[src/rtl/passcode_verifier.sv]
// passcode_verifier
//   Keypad passcode engine. Enrolls a stored code of 1..MAX_LEN digits,
//   buffers user entries and checks an entry against the stored code with a
//   constant-time serial scan that always takes MAX_LEN cycles.
//
//   Optional feature macro: CODE_LOCKOUT_EN
//     defined   -> a mismatch that exhausts tries_left enters LOCKOUT for
//                  LOCKOUT_CYCLES cycles (locked=1, all inputs ignored).
//     undefined -> no LOCKOUT state, locked tied low; tries_left only counts.
//
//   Ports
//     clk, resetn       rising-edge clock, synchronous active-low reset
//     digit/digit_valid keypad digit and its 1-cycle strobe
//     mode_enroll       level: next commit enrolls (1) or verifies (0)
//     commit/clear      1-cycle strobes ending / discarding the entry
//     relock            1-cycle strobe clearing unlocked
//     busy              high in COMPARE and LOCKOUT
//     match/mismatch    1-cycle verify result pulses
//     enroll_ok/_err    1-cycle enroll result pulses
//     unlocked, code_set, locked   status levels
//     entry_count       digits currently buffered
//     tries_left        remaining attempts before lockout
//
//   Handshake: all input strobes are single-cycle pulses sampled on the
//   rising edge with no back-pressure. Strobes arriving while busy=1 are
//   dropped; the upstream front-end must watch busy and retry if needed.
//   The FSM state is held in the internal signal `state` (state_t) so
//   checkers can bind to it directly.
module passcode_verifier #(
  parameter int DIGIT_W        = 2,
  parameter int MAX_LEN        = 4,
  parameter int MAX_TRIES      = 3,
  parameter int LOCKOUT_CYCLES = 1024
) (
  input  logic                             clk,
  input  logic                             resetn,
  input  logic [DIGIT_W-1:0]               digit,
  input  logic                             digit_valid,
  input  logic                             mode_enroll,
  input  logic                             commit,
  input  logic                             clear,
  input  logic                             relock,
  output logic                             busy,
  output logic                             match,
  output logic                             mismatch,
  output logic                             enroll_ok,
  output logic                             enroll_err,
  output logic                             unlocked,
  output logic                             code_set,
  output logic                             locked,
  output logic [$clog2(MAX_LEN+1)-1:0]     entry_count,
  output logic [$clog2(MAX_TRIES+1)-1:0]   tries_left
);

  localparam int CNT_W = $clog2(MAX_LEN + 1);
  localparam int IDX_W = (MAX_LEN > 1) ? $clog2(MAX_LEN) : 1;
  localparam int TRY_W = $clog2(MAX_TRIES + 1);

  typedef enum logic [1:0] {IDLE, COMPARE, LOCKOUT} state_t;

  state_t             state;
  logic [DIGIT_W-1:0] entry_buf  [MAX_LEN];
  logic [DIGIT_W-1:0] stored_buf [MAX_LEN];
  logic [CNT_W-1:0]   stored_len;
  logic [CNT_W-1:0]   idx;
  logic               overflow;
  logic               acc;

`ifdef CODE_LOCKOUT_EN
  localparam int LK_W = (LOCKOUT_CYCLES > 1) ? $clog2(LOCKOUT_CYCLES) : 1;
  logic [LK_W-1:0] lock_cnt;
`endif

  logic             scan_ok;
  logic             final_ok;
  logic             last_idx;
  logic             enroll_accept;
  logic [TRY_W-1:0] tries_dec;

  // Positions past the stored length always pass, so stale stored digits
  // never influence the verdict; the length check catches short entries.
  assign scan_ok  = (idx >= stored_len) ||
                    (entry_buf[idx[IDX_W-1:0]] == stored_buf[idx[IDX_W-1:0]]);
  assign last_idx = (idx == CNT_W'(MAX_LEN - 1));
  assign final_ok = acc && scan_ok && (entry_count == stored_len) && !overflow;

  // A new code may replace an old one only while the user is unlocked.
  assign enroll_accept = (entry_count != '0) && !overflow && (!code_set || unlocked);
  assign tries_dec     = (tries_left == '0) ? '0 : tries_left - TRY_W'(1);

  assign busy = (state != IDLE);

`ifdef CODE_LOCKOUT_EN
  assign locked = (state == LOCKOUT);
`else
  // No lockout in this build; the duration parameter is still referenced so
  // both builds share one parameter list. The expression is constant 0.
  assign locked = (LOCKOUT_CYCLES < 0);
`endif

  always_ff @(posedge clk) begin
    if (!resetn) begin
      state       <= IDLE;
      for (int i = 0; i < MAX_LEN; i++) begin
        entry_buf[i]  <= '0;
        stored_buf[i] <= '0;
      end
      stored_len  <= '0;
      idx         <= '0;
      acc         <= 1'b0;
      overflow    <= 1'b0;
      entry_count <= '0;
      match       <= 1'b0;
      mismatch    <= 1'b0;
      enroll_ok   <= 1'b0;
      enroll_err  <= 1'b0;
      unlocked    <= 1'b0;
      code_set    <= 1'b0;
      tries_left  <= TRY_W'(MAX_TRIES);
`ifdef CODE_LOCKOUT_EN
      lock_cnt    <= '0;
`endif
    end else begin
      match      <= 1'b0;
      mismatch   <= 1'b0;
      enroll_ok  <= 1'b0;
      enroll_err <= 1'b0;

      case (state)
        IDLE: begin
          if (relock) unlocked <= 1'b0;

          if (clear) begin
            entry_count <= '0;
            overflow    <= 1'b0;
          end else if (commit) begin
            if (mode_enroll) begin
              if (enroll_accept) begin
                for (int i = 0; i < MAX_LEN; i++) stored_buf[i] <= entry_buf[i];
                stored_len <= entry_count;
                code_set   <= 1'b1;
                enroll_ok  <= 1'b1;
              end else begin
                enroll_err <= 1'b1;
              end
              entry_count <= '0;
              overflow    <= 1'b0;
            end else if (!code_set) begin
              mismatch    <= 1'b1;
              entry_count <= '0;
              overflow    <= 1'b0;
            end else begin
              state <= COMPARE;
              idx   <= '0;
              acc   <= 1'b1;
            end
          end else if (digit_valid) begin
            if (entry_count == CNT_W'(MAX_LEN)) begin
              overflow <= 1'b1;
            end else begin
              entry_buf[entry_count[IDX_W-1:0]] <= digit;
              entry_count <= entry_count + CNT_W'(1);
            end
          end
        end

        COMPARE: begin
          // Scan length is fixed at MAX_LEN so timing reveals nothing.
          acc <= acc && scan_ok;
          idx <= idx + CNT_W'(1);
          if (last_idx) begin
            state       <= IDLE;
            entry_count <= '0;
            overflow    <= 1'b0;
            if (final_ok) begin
              match      <= 1'b1;
              unlocked   <= 1'b1;
              tries_left <= TRY_W'(MAX_TRIES);
            end else begin
              mismatch   <= 1'b1;
              tries_left <= tries_dec;
`ifdef CODE_LOCKOUT_EN
              if (tries_left == TRY_W'(1)) begin
                state    <= LOCKOUT;
                lock_cnt <= LK_W'(LOCKOUT_CYCLES - 1);
              end
`endif
            end
          end
        end

`ifdef CODE_LOCKOUT_EN
        LOCKOUT: begin
          if (lock_cnt == '0) begin
            state      <= IDLE;
            tries_left <= TRY_W'(MAX_TRIES);
          end else begin
            lock_cnt <= lock_cnt - LK_W'(1);
          end
        end
`endif

        default: state <= IDLE;
      endcase
    end
  end

endmodule
[config.mk]
export PLATFORM = sky130hd
export DESIGN_NAME = passcode_verifier
export DESIGN_NICKNAME = d
export VERILOG_FILES = /design/src/rtl/passcode_verifier.sv
export SDC_FILE = /design/constraint.sdc
export NUM_CORES = 1
export LEC_CHECK = 0
export BUFFER_PORTS_ARGS = -buffer_cell sky130_fd_sc_hd__buf_2
export CELL_PAD_IN_SITES_DETAIL_PLACEMENT = 0
export CELL_PAD_IN_SITES_GLOBAL_PLACEMENT = 1
export CORE_MARGIN = 1
export CORE_UTILIZATION = 40
export CTS_CLUSTER_DIAMETER = 80
export DETAILED_ROUTE_END_ITERATION = 7
export MAX_ROUTING_LAYER = met4
export PLACE_DENSITY_LB_ADDON = 0.1
export SYNTH_ARGS = -nofsm -noshare
export SYNTH_HDL_FRONTEND = slang
export SYNTH_SLANG_ARGS = --single-unit
[constraint.sdc]
create_clock -name clk -period 2.1 [get_ports clk]
set_clock_uncertainty 0.15 [all_clocks]
set_input_delay 0.315 -clock clk [delete_from_list [all_inputs] [get_ports clk]]
set_output_delay 0.315 -clock clk [all_outputs]
set_load 0.01 [all_outputs]
* Yosys cells after proc, flatten, opt, wreduce, memory -nomap -nowiden
Memories as Yosys holds them, arrays and structs flattened. A register that Yosys moved wholly into a read port is not among the register bits. Cells that the tools add are included.
Cells by class: $add $sub $neg 3, reductions and logical operators 24, bitwise gates (word level) 9, order comparisons 1, multiplexer cells 73, equality and inequality tests 16
Operator list (number):
- 2-to-1 mux 1 bit | 38
- 2-to-1 mux 2 bit | 17
- 2-to-1 mux 3 bit | 11
- AND reduction 5 bit | 5
- inequality test 2 bit, second input constant | 7
- inequality test 4 bit, second input constant | 3
- case mux 3 bit (2 select lines) | 2
- case mux 1 bit (2 select lines) | 4
- adder 3 x 1 -> 3 bit, second input constant | 2
- logical AND 1 bit | 5
- inequality test 5 bit, second input constant | 1
- inverter 1 bit | 5
- OR reduction 5 bit | 1
- zero test 2 bit | 2
- bitwise OR 1 bit | 4
- case mux 2 bit (2 select lines) | 1
- AND reduction 4 bit | 1
- nonzero test 2 bit | 2
- equality test 3 x 2 -> 1 bit, second input constant | 1
- equality test 3 bit | 1
- equality test 3 bit, second input constant | 1
- greater-or-equal comparator 3 bit | 1
- AND reduction 3 bit | 1
- nonzero test 3 bit | 1
- 7 further kinds | 9
Word-level totals: register bits 21, bits in writable memories 16, output and inout port bits 13, word-level logic and storage cells 141, memories 2
Memory list:
- entry_buf | depth 4, bits a word 2, rd ports 5, clocked after memory_dff 1, wr ports 4, line 62 | logic [DIGIT_W-1:0] entry_buf [MAX_LEN];
- stored_buf | depth 4, bits a word 2, rd ports 1, clocked after memory_dff 1, wr ports 4, line 63 | logic [DIGIT_W-1:0] stored_buf [MAX_LEN];

* Logic depth before layout (Yosys ltp)
Gate-level depths: netlist of the first run.
depth in word-level cells 11, gate-level depth with buffers 9

* Worst setup path before layout of the first run
OpenSTA, ideal clock, no wires.
path type register to register, start point reg entry_count[0], end point mem entry_buf[0][0], enable pin, library setup time 0.299 ns, period minus slack after synthesis 2.209 ns, path buffers 2, stages on the path, launching flop included 10, data arrival time 1.760 ns, required time 1.651 ns, setup slack -0.109 ns, cells stage by stage dfxtp_1 clkbuf_1 inv_1 ha_1 nand2_1 and3_1 buf_2 nand2_1 nor3_1 nand2b_1
RTL lines:
- from (decl) | line 51 | output logic [$clog2(MAX_LEN+1)-1:0] entry_count,
- from (signal assigned) | line 162 | entry_count <= entry_count + CNT_W'(1);
- to (decl) | line 62

* Worst setup path in the final report of the first run
start point reg stored_len[2], end point reg tries_left[1]
Between the ends: cells in the longest elaborated chain, start to end 6, elaborated cells between the ends (all ways) 7
Ends and longest elaborated chain:
- from (decl) | line 64 | logic [CNT_W-1:0] stored_len;
- from (signal assigned) | line 140 | stored_len <= entry_count;
- greater-or-equal comparator 3 bit | line 82 | assign scan_ok = (idx >= stored_len) ||
- logical OR 1 bit | line 82
- logical AND 1 bit | line 85 | assign final_ok = acc && scan_ok && (entry_count == stored_len) && !overflow;
- logical AND 1 bit * (2 in a row) | line 85
- 2-to-1 mux 2 bit * | line 175 | if (final_ok) begin
- to (signal assigned) | line 119 | tries_left <= TRY_W'(MAX_TRIES);
- to (signal assigned) | line 178 | tries_left <= TRY_W'(MAX_TRIES);
- to (signal assigned) | line 181 | tries_left <= tries_dec;
- to (decl) | line 52 | output logic [$clog2(MAX_TRIES+1)-1:0] tries_left
Every way passes the cells marked *; elsewhere a longest branch is shown, timed or not. A chain may end at the register's enable or synchronous reset.

==> results of run 1 <==
==> logic make-up after synthesis <==
logic type | Yosys count | share of synthesized area (%)
and+or+nand+nor | 70 | 21.72
DFF | 38 | 51.40
AOI/OAI and AO/OA | 26 | 10.41
buffers and inverters | 21 | 4.818
xor gates and xnor gates | 11 | 5.378
adders and majority gates | 7 | 4.888
muxes | 2 | 1.187
other | 1 | 0.2093
==> report_power, final <==
group          internal, mW  total (mW)  switching (mW)
registers             0.785       0.796          0.0107
clock network         0.476       0.731           0.255
logic                0.0351      0.0850          0.0498
==> cell type report <==
type	count	share of cell area [%]
Tap cell	50	2.985
Inverter	12	2.149
Clock buffer	5	3.284
Multi-Input combinational cell	117	37.43
Sequential cell	38	43.94
Clock inverter	3	3.284
Timing Repair Buffer	26	6.925
==> flip-flops by register name, indices dropped and copies added (netlist names), 2 cells and up, named ones only <==
register     cells
entry_buf        8
stored_buf       8
stored_len       3
entry_count      3
tries_left       2
idx              3
==> per-stage QoR <==
step	cells	setup WS (ns)	utilization, %	instance area [sq um]
after floorplan	176	0.01912	-	1797
after global routing	251	0.08718	50.57	2096
final	251	0.2483	50.57	2096
after CTS	251	0.2391	50.57	2096
after detailed placement	243	0.2440	47.25	1958
after global placement	243	0.2731	47.25	1958
==> per-layer routing <==
metal	vias to the layer above	part of all wire (%)	global-route usage (%)
met3	5	2.9	3.454
li1	659	-	-
met5	-	0	-
met4	0	1.2	6.888
met2	19	46	25.00
met1	591	50	21.70
==> worst register-to-register path: stages, from the launching register on <==
cell       delay [ns]
dfxtp_1          0.38
inv_1            0.06
ha_1             0.20
or4_4            0.55
o2111ai_2        0.28
nand3_1          0.12
==> worst paths after layout <==
kind | startpoint | end | cells after the start
setup / recovery | stored_len[2] | tries_left[1] | 5
hold / removal | relock | unlocked | 4
setup reg to reg | stored_len[2] | tries_left[1] | 5
hold reg to reg | unlocked | unlocked | 2
==> placed cells by master (no fill, tap or decap), types with 2 or more instances in the layout <==
master / count
and2_1: 12
bufinv_16: 2
nor2_1: 14
nand2_1: 13
a22o_1: 3
edfxtp_1: 16
nand4_1: 2
a211oi_1: 2
a21oi_1: 7
inv_1: 11
dfxtp_1: 22
buf_4: 6
xnor2_1: 2
nand2b_1: 2
o21ai_0: 3
nor4b_1: 2
ha_1: 7
xor2_1: 9
nor3b_1: 2
and3_1: 7
buf_2: 20
clkbuf_8: 5
nor2b_1: 2
nand3_1: 7
==> metrics.md, run 1 <==
| Metric | Value |
|---|---|
| Status | `complete, no violations` |
| Largest area contributor in the netlist | `edfxtp_1` |
| Syn Area/Cell | `around 10 sq um` |
| Antenna violations before repair | `0` |
| Worst setup EP type | `register` |
| Distinct cells, synth | `45` |
| P per Cell Area | `769.1 mW/mm^2` |
| Vias in the first global route | `~1,200` |
| Clock Latency Late Sink | `approximately 0.28 ns` |
| Mapped Nets | `192` |
| Largest net degree at the start of global routing | `14` |
| Worst EP arrival | `about 1.9 ns` |
| RSZ-0062 raised after global routing | `false` |
| Most common cell in the netlist | `dfxtp_1` |
| Critical path, cell by cell | `inv_1 -> ha_1 -> or4_4 -> o2111ai_2 -> nand3_1` |
| Cts bufs inserted | `5` |
| Post-synth EDFFs | `16` |
| Grt ovf | `0` |
| Yosys top cell area share | `between 20% and 30%` |
| Worst path top cell family by delay | `simple AND/OR/NAND/NOR gates` |
| CTS Sinks | `38` |
| Yosys warnings | `0` |
| Primary FF master, synth | `dfxtp_1` |
| Post-route antenna net violation count | `0` |
| Post-synthesis sequential area ratio | `about half` |
| # fillers | `420` |
| Syn Std Cell Area | `approximately 0.0018 sq mm` |
| P&R area growth vs syn | `16.97%` |
| Hold Vio Cnt, Final | `0` |
| # nets final | `approximately 220` |
| Critical path class | `reg2reg` |
| Buf+Inv Stages, Crit Path | `1` |
| Startpoint types | `register` |
| GRT Resource Usage Total | `about 17%` |
| Area contributors post-synth | `edfxtp_1 27%, dfxtp_1 25%, ha_1 4.9%` |
| Min Hold Slack | `~0.19 ns` |
| Starting DRC count in detailed routing | `slightly above 60` |
| DRT Pass-1 Iters | `4` |
| Crit path time final | `roughly 1.9 ns` |
| Max Buffers Root-to-Sink | `2` |
| Gp weighted congestion | `a little under 0.8` |
| Crit path max fanout | `4` |
| Final WL | `3319 microns` |
| Post-detail-place hpwl | `between 2000 and 3000 microns` |
| WL per Instance | `13.22 microns` |
| Reg2reg setup slack | `between 0.2 and 0.25 ns` |
| Row count | `23` |
| Max VDD drop | `around 360 uV` |
| Power Total | `1.612 mW` |
| IO Pins | `22` |
| Post-CTS Setup Inserts | `0` |
| Total negative setup slack | `0 ns` |
| First-pass GRT wire length | `5499 microns` |
| Ys async rst share | `0%` |
| Max Cap Viol | `0` |
| CTS H-Tree Depth | `2` |
| Cells after Synth | `about 180` |
| Number of diodes | `0` |
| Via count | `~1,300` |
| Tightest Pin Transition | `0.6106 ns` |
| Sequential cell area | `920.9 sq um` |
| Req. time, crit path | `~2.1 ns` |
| Starting Density | `approximately 43%` |
| Root Driver | `clkbuf_8` |
| #FFs+latches synth | `38` |
| Final setup fails | `0` |
| CP max stage cell | `or4_4` |
| Die height | `~70 microns` |
| Period utilization | `about nine tenths` |
| Max-slew violations | `0` |
| Die width | `approximately 69 microns` |
| Core area | `about 0.0041 sq mm` |
| CTS tree | `built` |
| Area occupied by multi-input gates | `784.5 sq um` |
| PostCTS Resize Cnt | `0` |
| DRC violations left | `0` |
| CTS clock-pin slew for the worst setup and hold paths | `0.07 ns` |
| LEAKAGE | `about 0.93 nW` |
| Die area | `about 0.0048 sq mm` |
| Share of cells above drive strength 1 | `20.40%` |
| Mean number of vias per cell | `roughly 5.1` |
| HP Class | `in2reg` |
| F_max | `about 540 MHz` |
| Post-CTS Hold Buffers | `0` |
| Slew Limit Headroom | `between 50% and 60%` |
| Commonest cells post-synth | `22 x dfxtp_1, 16 x edfxtp_1, 14 x nor2_1, 13 x nand2_1, 12 x and2_1` |
| CP max stage delay | `0.55 ns` |
| # port buffers | `20` |
No activity file was read; power rests on OpenSTA's default activity.
==> run 2: changes to the inputs <==
Settings changed: RECOVER_POWER set to 100.
==> run 2 against run 1 <==
  * Routed wire length rose by 0.42%
  * Global-route usage unchanged
  * Critical endpoint unchanged
  * Combinational power shrank 4.4%
  * Final area shrank 1.3%
  * Clock-buffer cell count stayed put
  * Maximum frequency down 1.5%
  * Non-clock buffer count unchanged
  * Sequential share of layout area increased by 0.56 points
==> metrics.md, run 2 (same netlist as run 1, synthesis figures left out) <==
| Metric | Value |
|---|---|
| Critical path class | `reg2reg (unchanged)` |
| Top flop regs | `entry_buf: 8 flops, stored_buf: 8 flops (unchanged)` |
| F_max | `531.9 MHz (was 540.0 MHz)` |
| Max Buffers Root-to-Sink | `2 (unchanged)` |
| Antenna violations before repair | `0 (unchanged)` |
| Post-CTS Setup Inserts | `0 (unchanged)` |
| Starting Density | `43.24% (unchanged)` |
| Worst R2R Path Depth | `5 (unchanged)` |
| Tightest Pin Transition | `0.6243 ns (was 0.6106 ns)` |
| Post-CTS Hold Buffers | `0 (unchanged)` |
| Req. time, crit path | `2.11 ns (about the same)` |
| Worst setup EP type | `register (unchanged)` |
| Share of cells above drive strength 1 | `13.93% (was 20.40%)` |
| P per Cell Area | `780.0 mW/mm^2 (was 769.1 mW/mm^2)` |
| P&R area growth vs syn | `15.50% (was 16.97%)` |
| Die width | `68.93 microns (unchanged)` |
| Hold Vio Cnt, Final | `0 (unchanged)` |
| Cts bufs inserted | `5 (unchanged)` |
| Number of diodes | `0 (unchanged)` |
| Final Non-Filler Cells | `251 (unchanged)` |
| Post-placement cell count | `243 (unchanged)` |
| Final setup fails | `0 (unchanged)` |
| Crit path max fanout | `4 (unchanged)` |
| Startpoint types | `register (unchanged)` |
| Clock Latency Late Sink | `0.28 ns (about the same)` |
| Post-detail-place hpwl | `2596 microns (unchanged)` |
| Starting DRC count in detailed routing | `71 (was 62)` |
| Final WL | `3333 microns (was 3319 microns)` |
| Mean number of vias per cell | `5.040 (was 5.076)` |
| Core area | `0.004144 sq mm (unchanged)` |
| Crit path time final | `1.880 ns (was 1.852 ns)` |
| Max VDD drop | `369.0 uV (was 362.3 uV)` |
| Most common cell after layout, fill and taps aside | `dfxtp_1 (unchanged)` |
| CTS Sinks | `38 (unchanged)` |
| Worst EP arrival | `1.89 ns (was 1.86 ns)` |
| LEAKAGE | `0.8763 nW (was 0.9316 nW)` |
| # nets final | `216 (unchanged)` |
| Post-route antenna net violation count | `0 (unchanged)` |
| Highest-count cells in the layout ignoring fill and taps | `22 x dfxtp_1, 16 x edfxtp_1, 14 x nor2_1 (was 22 x dfxtp_1, 20 x buf_2, 16 x edfxtp_1)` |
| IO Pins | `22 (unchanged)` |
| Via count | `1,265 (was 1,274)` |
| Die height | `68.93 microns (unchanged)` |
| Fin util | `49.94% (was 50.57%)` |
| WL per Instance | `13.28 microns (was 13.22 microns)` |
| Max Cap Viol | `0 (unchanged)` |
| HP Class | `in2reg (unchanged)` |
| Row count | `23 (unchanged)` |
| Root Driver | `clkbuf_8 (unchanged)` |
| Period utilization | `89.52% (was 88.18%)` |
| PostCTS Resize Cnt | `0 (unchanged)` |
| DRT Pass-1 Iters | `4 (unchanged)` |
| Grt ovf | `0 (unchanged)` |
| CTS H-Tree Depth | `2 (unchanged)` |
| Die area | `0.004751 sq mm (unchanged)` |
| Largest net degree at the start of global routing | `14 (unchanged)` |
| CTS clock-pin slew for the worst setup and hold paths | `0.08 ns (was 0.07 ns)` |
| Slew Limit Headroom | `58.22% (was 59.14%)` |
| # fillers | `420 (unchanged)` |
| Gp weighted congestion | `0.7687 (unchanged)` |
| RSZ-0062 raised after global routing | `false (unchanged)` |
| GRT Resource Usage Total | `16.64% (unchanged)` |
| Vias in the first global route | `1,182 (unchanged)` |
| Total negative setup slack | `0 ns (unchanged)` |
| Power Total | `1.614 mW (was 1.612 mW)` |
| CTS tree | `built (unchanged)` |
| Hold Crit Depth | `4 (unchanged)` |
| DRC violations left | `0 (unchanged)` |
| Max-slew violations | `0 (unchanged)` |
| Status | `complete, no violations (unchanged)` |
| # port buffers | `20 (unchanged)` |
| First-pass GRT wire length | `5499 microns (unchanged)` |
run 2: cell count changes in the layout (fill, tap and decap cells not counted):
cell	change
o21ai_0	+1
buf_4	-3
or4_4	-1
and2_0	+10
o21ai_1	-1
or4_1	+1
and2_1	-10
clkbuf_1	+12
buf_2	-9
run 2: per-stage QoR:
step,instance area [sq um],setup slack [ns],hold slack [ns]
after floorplan,1797,0.01912,0.3236
after CTS,2096,0.2391,0.1848
after global placement,1958,0.2731,0.3367
final,2069,0.2201,0.1809
after global routing,2069,0.07504,0.1834
after detailed placement,1958,0.2440,0.3467
run 2: critical path: stages (launching register included):
cell,delay (ns)
edfxtp_1,0.41
xor2_1,0.17
nor4b_1,0.06
or4_1,0.56
o2111ai_2,0.28
nand3_1,0.12
run 2: worst paths after layout:
check,endpoint,start,slack (ns)
min reg2reg,acc,acc,0.37
max,tries_left[1],entry_buf[2][0],0.22
max reg2reg,tries_left[1],entry_buf[2][0],0.22
min,unlocked,relock,0.18
run 2: where the power goes:
group,leakage (nW),internal [mW],switching [mW]
registers,0.344,0.785,0.0108
logic,0.464,0.0317,0.0497
clock network,0.0683,0.476,0.261
total,0.876,1.29,0.322
run 2: cell type report:
class                      instances  area (sq um)  share of cell area, %
clock inverter                     3         68.82                  3.325
inverter                          12         45.04                  2.177
multi-input combinational        117         780.7                  37.73
sequential                        38         920.9                  44.50
timing repair buffer              26         122.6                  5.925
clock buffer                       5         68.82                  3.325
tap                               50         62.56                  3.023
run 2: metal layers:
layer  vias to the layer above  routed length [microns]  track usage [%]
met4                         0                       40            6.888
met1                       583                     1664            21.70
met2                        19                     1529            25.00
met5                         -                        0                -
met3                         5                       99            3.454
li1                        658                        -                -
==> run 3: changes to the inputs <==
Settings changed: ABC_AREA set to 1, CORE_UTILIZATION 40 to 39.
==> run 3 against run 2 <==
  * Die area increased by 5.4%
  * First-iteration DRC count decreased by 2.8%
  * Final cell count rose by 19%
  * Total power fell by 15%
  * Synthesized cell count increased by 24%
  * Critical path type unchanged
  * Largest power group unchanged
==> metrics.md, run 3 <==
| Metric | Value |
|---|---|
| DRT Pass-1 Iters | `4 (unchanged)` |
| Post-detail-place hpwl | `2760 microns (was 2596 microns)` |
| Root Driver | `clkbuf_8 (unchanged)` |
| Largest area contributor in the netlist | `edfxtp_1 (unchanged)` |
| Row count | `24 (was 23)` |
| Clock Latency Late Sink | `0.28 ns (about the same)` |
| Die width | `70.77 microns (was 68.93 microns)` |
| Post-CTS Setup Inserts | `0 (unchanged)` |
| Max-slew violations | `0 (unchanged)` |
| LEAKAGE | `0.8856 nW (was 0.8763 nW)` |
| Crit path time final | `1.882 ns (was 1.880 ns)` |
| CP max stage cell | `dfxtp_1 (was or4_1)` |
| Max Cap Viol | `0 (unchanged)` |
| Gp weighted congestion | `0.7616 (was 0.7687)` |
| P&R area growth vs syn | `11.53% (was 15.50%)` |
| First-pass GRT wire length | `6106 microns (was 5499 microns)` |
| Starting DRC count in detailed routing | `69 (was 71)` |
| Antenna violations before repair | `0 (unchanged)` |
| Share of cells above drive strength 1 | `15.04% (was 13.93%)` |
| PostCTS Resize Cnt | `0 (unchanged)` |
| Primary FF master, synth | `dfxtp_1 (unchanged)` |
| # port buffers | `20 (unchanged)` |
| Crit path max fanout | `11 (was 4)` |
| Cells after Synth | `218 (was 176)` |
| CTS tree | `built (unchanged)` |
| Commonest cells post-synth | `35 x nand2_1, 34 x inv_1, 23 x nor2_1, 22 x dfxtp_1, 17 x a21oi_1 (was 22 x dfxtp_1, 16 x edfxtp_1, 14 x nor2_1, 13 x nand2_1, 12 x and2_1)` |
| Cts bufs inserted | `5 (unchanged)` |
| Most common cell in the netlist | `nand2_1 (was dfxtp_1)` |
| Max VDD drop | `306.0 uV (was 369.0 uV)` |
| Starting Density | `41.50% (was 43.24%)` |
| Highest-count cells in the layout ignoring fill and taps | `40 x nand2_1, 36 x inv_1, 23 x nor2_1 (was 22 x dfxtp_1, 16 x edfxtp_1, 14 x nor2_1)` |
| Final WL | `3642 microns (was 3333 microns)` |
| #FFs+latches synth | `38 (unchanged)` |
| Core area | `0.004444 sq mm (was 0.004144 sq mm)` |
| Critical path, cell by cell | `inv_1 -> ha_1 -> a21oi_1 -> o21ai_0 -> o21ai_2 -> buf_4 (was xor2_1 -> nor4b_1 -> or4_1 -> o2111ai_2 -> nand3_1)` |
| HP Class | `in2reg (unchanged)` |
| Period utilization | `89.64% (was 89.52%)` |
| IO Pins | `22 (unchanged)` |
| Worst EP arrival | `1.72 ns (was 1.89 ns)` |
| Total negative setup slack | `0 ns (unchanged)` |
| Largest net degree at the start of global routing | `13 (was 14)` |
| Worst setup EP type | `register (unchanged)` |
| DRC violations left | `0 (unchanged)` |
| Mean number of vias per cell | `4.617 (was 5.040)` |
| Die area | `0.005008 sq mm (was 0.004751 sq mm)` |
| CP max stage delay | `0.33 ns (was 0.56 ns)` |
| WL per Instance | `12.22 microns (was 13.28 microns)` |
| CTS Sinks | `38 (unchanged)` |
| Ys async rst share | `0% (unchanged)` |
| Number of diodes | `0 (unchanged)` |
| Min Hold Slack | `0.1424 ns (was 0.1809 ns)` |
| Mapped Nets | `234 (was 192)` |
| CTS H-Tree Depth | `2 (unchanged)` |
| Grt ovf | `0 (unchanged)` |
| Status | `complete, no violations (unchanged)` |
| Post-CTS Hold Buffers | `0 (unchanged)` |
| Max Buffers Root-to-Sink | `2 (unchanged)` |
| Area contributors post-synth | `edfxtp_1 26%, dfxtp_1 24%, nand2_1 7.1% (was edfxtp_1 27%, dfxtp_1 25%, ha_1 4.9%)` |
| Post-synthesis sequential area ratio | `49.93% (was 51.40%)` |
| # fillers | `466 (was 420)` |
| Req. time, crit path | `1.94 ns (was 2.11 ns)` |
| # nets final | `261 (was 216)` |
| Final setup fails | `0 (unchanged)` |
| Top flop regs | `entry_buf: 8 flops, stored_buf: 8 flops (unchanged)` |
| Via count | `1,376 (was 1,265)` |
| Yosys top cell area share | `26.05% (was 26.82%)` |
| Critical path class | `reg2reg (unchanged)` |
| Distinct cells, synth | `29 (was 45)` |
| Die height | `70.77 microns (was 68.93 microns)` |
| Post-route antenna net violation count | `0 (unchanged)` |
| CTS clock-pin slew for the worst setup and hold paths | `0.07 ns (was 0.08 ns)` |
| Syn Std Cell Area | `0.001844 sq mm (was 0.001792 sq mm)` |
| Post-synth EDFFs | `16 (unchanged)` |
| P per Cell Area | `663.3 mW/mm^2 (was 780.0 mW/mm^2)` |
| F_max | `531.2 MHz (was 531.9 MHz)` |
| Syn Area/Cell | `8.460 sq um (was 10.18 sq um)` |
| Startpoint types | `register (unchanged)` |
| GRT Resource Usage Total | `16.56% (was 16.64%)` |
| RSZ-0062 raised after global routing | `false (unchanged)` |
| Vias in the first global route | `1,347 (was 1,182)` |
| Yosys warnings | `0 (unchanged)` |
| Hold Vio Cnt, Final | `0 (unchanged)` |
| Most common cell after layout, fill and taps aside | `nand2_1 (was dfxtp_1)` |
==> run 3: changes by cell type after synthesis, sizes merged, moves of 7 or more <==
cell | before | now
nand2 | 13 | 46
inv | 11 | 40
nor2 | 14 | 28
and2 | 13 | 0
a21oi | 7 | 17
and3 | 7 | 0
xor2 | 9 | 2
==> run 3: cell families after synthesis <==
group | share of synthesized area (%)
simple gates | 24.76
flops | 49.93
xor+xnor | 0.9500
other cells | 0.2033
compound gates | 9.430
buf+inv | 9.973
fa+ha+maj | 4.749
==> run 3: cell type report <==
class	instances	area [sq um]	area share, %
clock buffers	8	80.08	3.893
inverters	40	150.1	7.299
multi-input cells	136	730.7	35.52
flip-flops and latches	38	920.9	44.77
well taps	52	65.06	3.163
repair buffers	24	110.1	5.353
==> run 3: critical path, delay by kind of cell (launching register included) <==
kind	cells	cell delay (ns)
compound gates	3	0.53
flops	1	0.33
buf+inv	2	0.33
fa+ha+maj	1	0.24
==> run 3: worst paths after layout <==
path                  start                to  slack [ns]  cells after the start
min                  relock          unlocked        0.14                      4
min reg2reg        overflow          overflow        0.33                      2
max reg2reg  entry_count[0]  stored_buf[1][0]        0.22                      6
max          entry_count[0]  stored_buf[1][0]        0.22                      6
==> run 3: power breakdown <==
part / total [mW] / switching, mW / internal [mW] / leakage [nW]
Sequential: 0.794 / 0.00884 / 0.785 / 0.343
Combinational: 0.0926 / 0.0621 / 0.0305 / 0.503
Clock: 0.478 / 0.242 / 0.236 / 0.0395
==> run 3: routing by layer <==
| metal | vias up | global-route usage, % | routed length, microns | share of wire [%] |
|---|---|---|---|---|
| li1 | 742 | - | - | - |
| met1 | 607 | 19.95 | 1812 | 50 |
| met2 | 22 | 27.14 | 1677 | 46 |
| met3 | 5 | 4.274 | 99 | 2.7 |
| met4 | 0 | 5.333 | 53 | 1.5 |
| met5 | - | - | 0 | 0 |
==> run 3: metrics by stage <==
stage          power (mW)  setup WS [ns]  util [%]  instances  cell area [sq um]
2_1_floorplan      0.8761         0.1848         -        218               1848
3_3_place_gp       0.9084         0.3384     45.21        290               2009
3_5_place_dp       0.9072         0.3030     45.21        290               2009
4_1_cts             1.385         0.2866     47.02        298               2090
5_1_grt             1.423        0.09347     46.28        298               2057
6_report            1.364         0.2176     46.28        298               2057
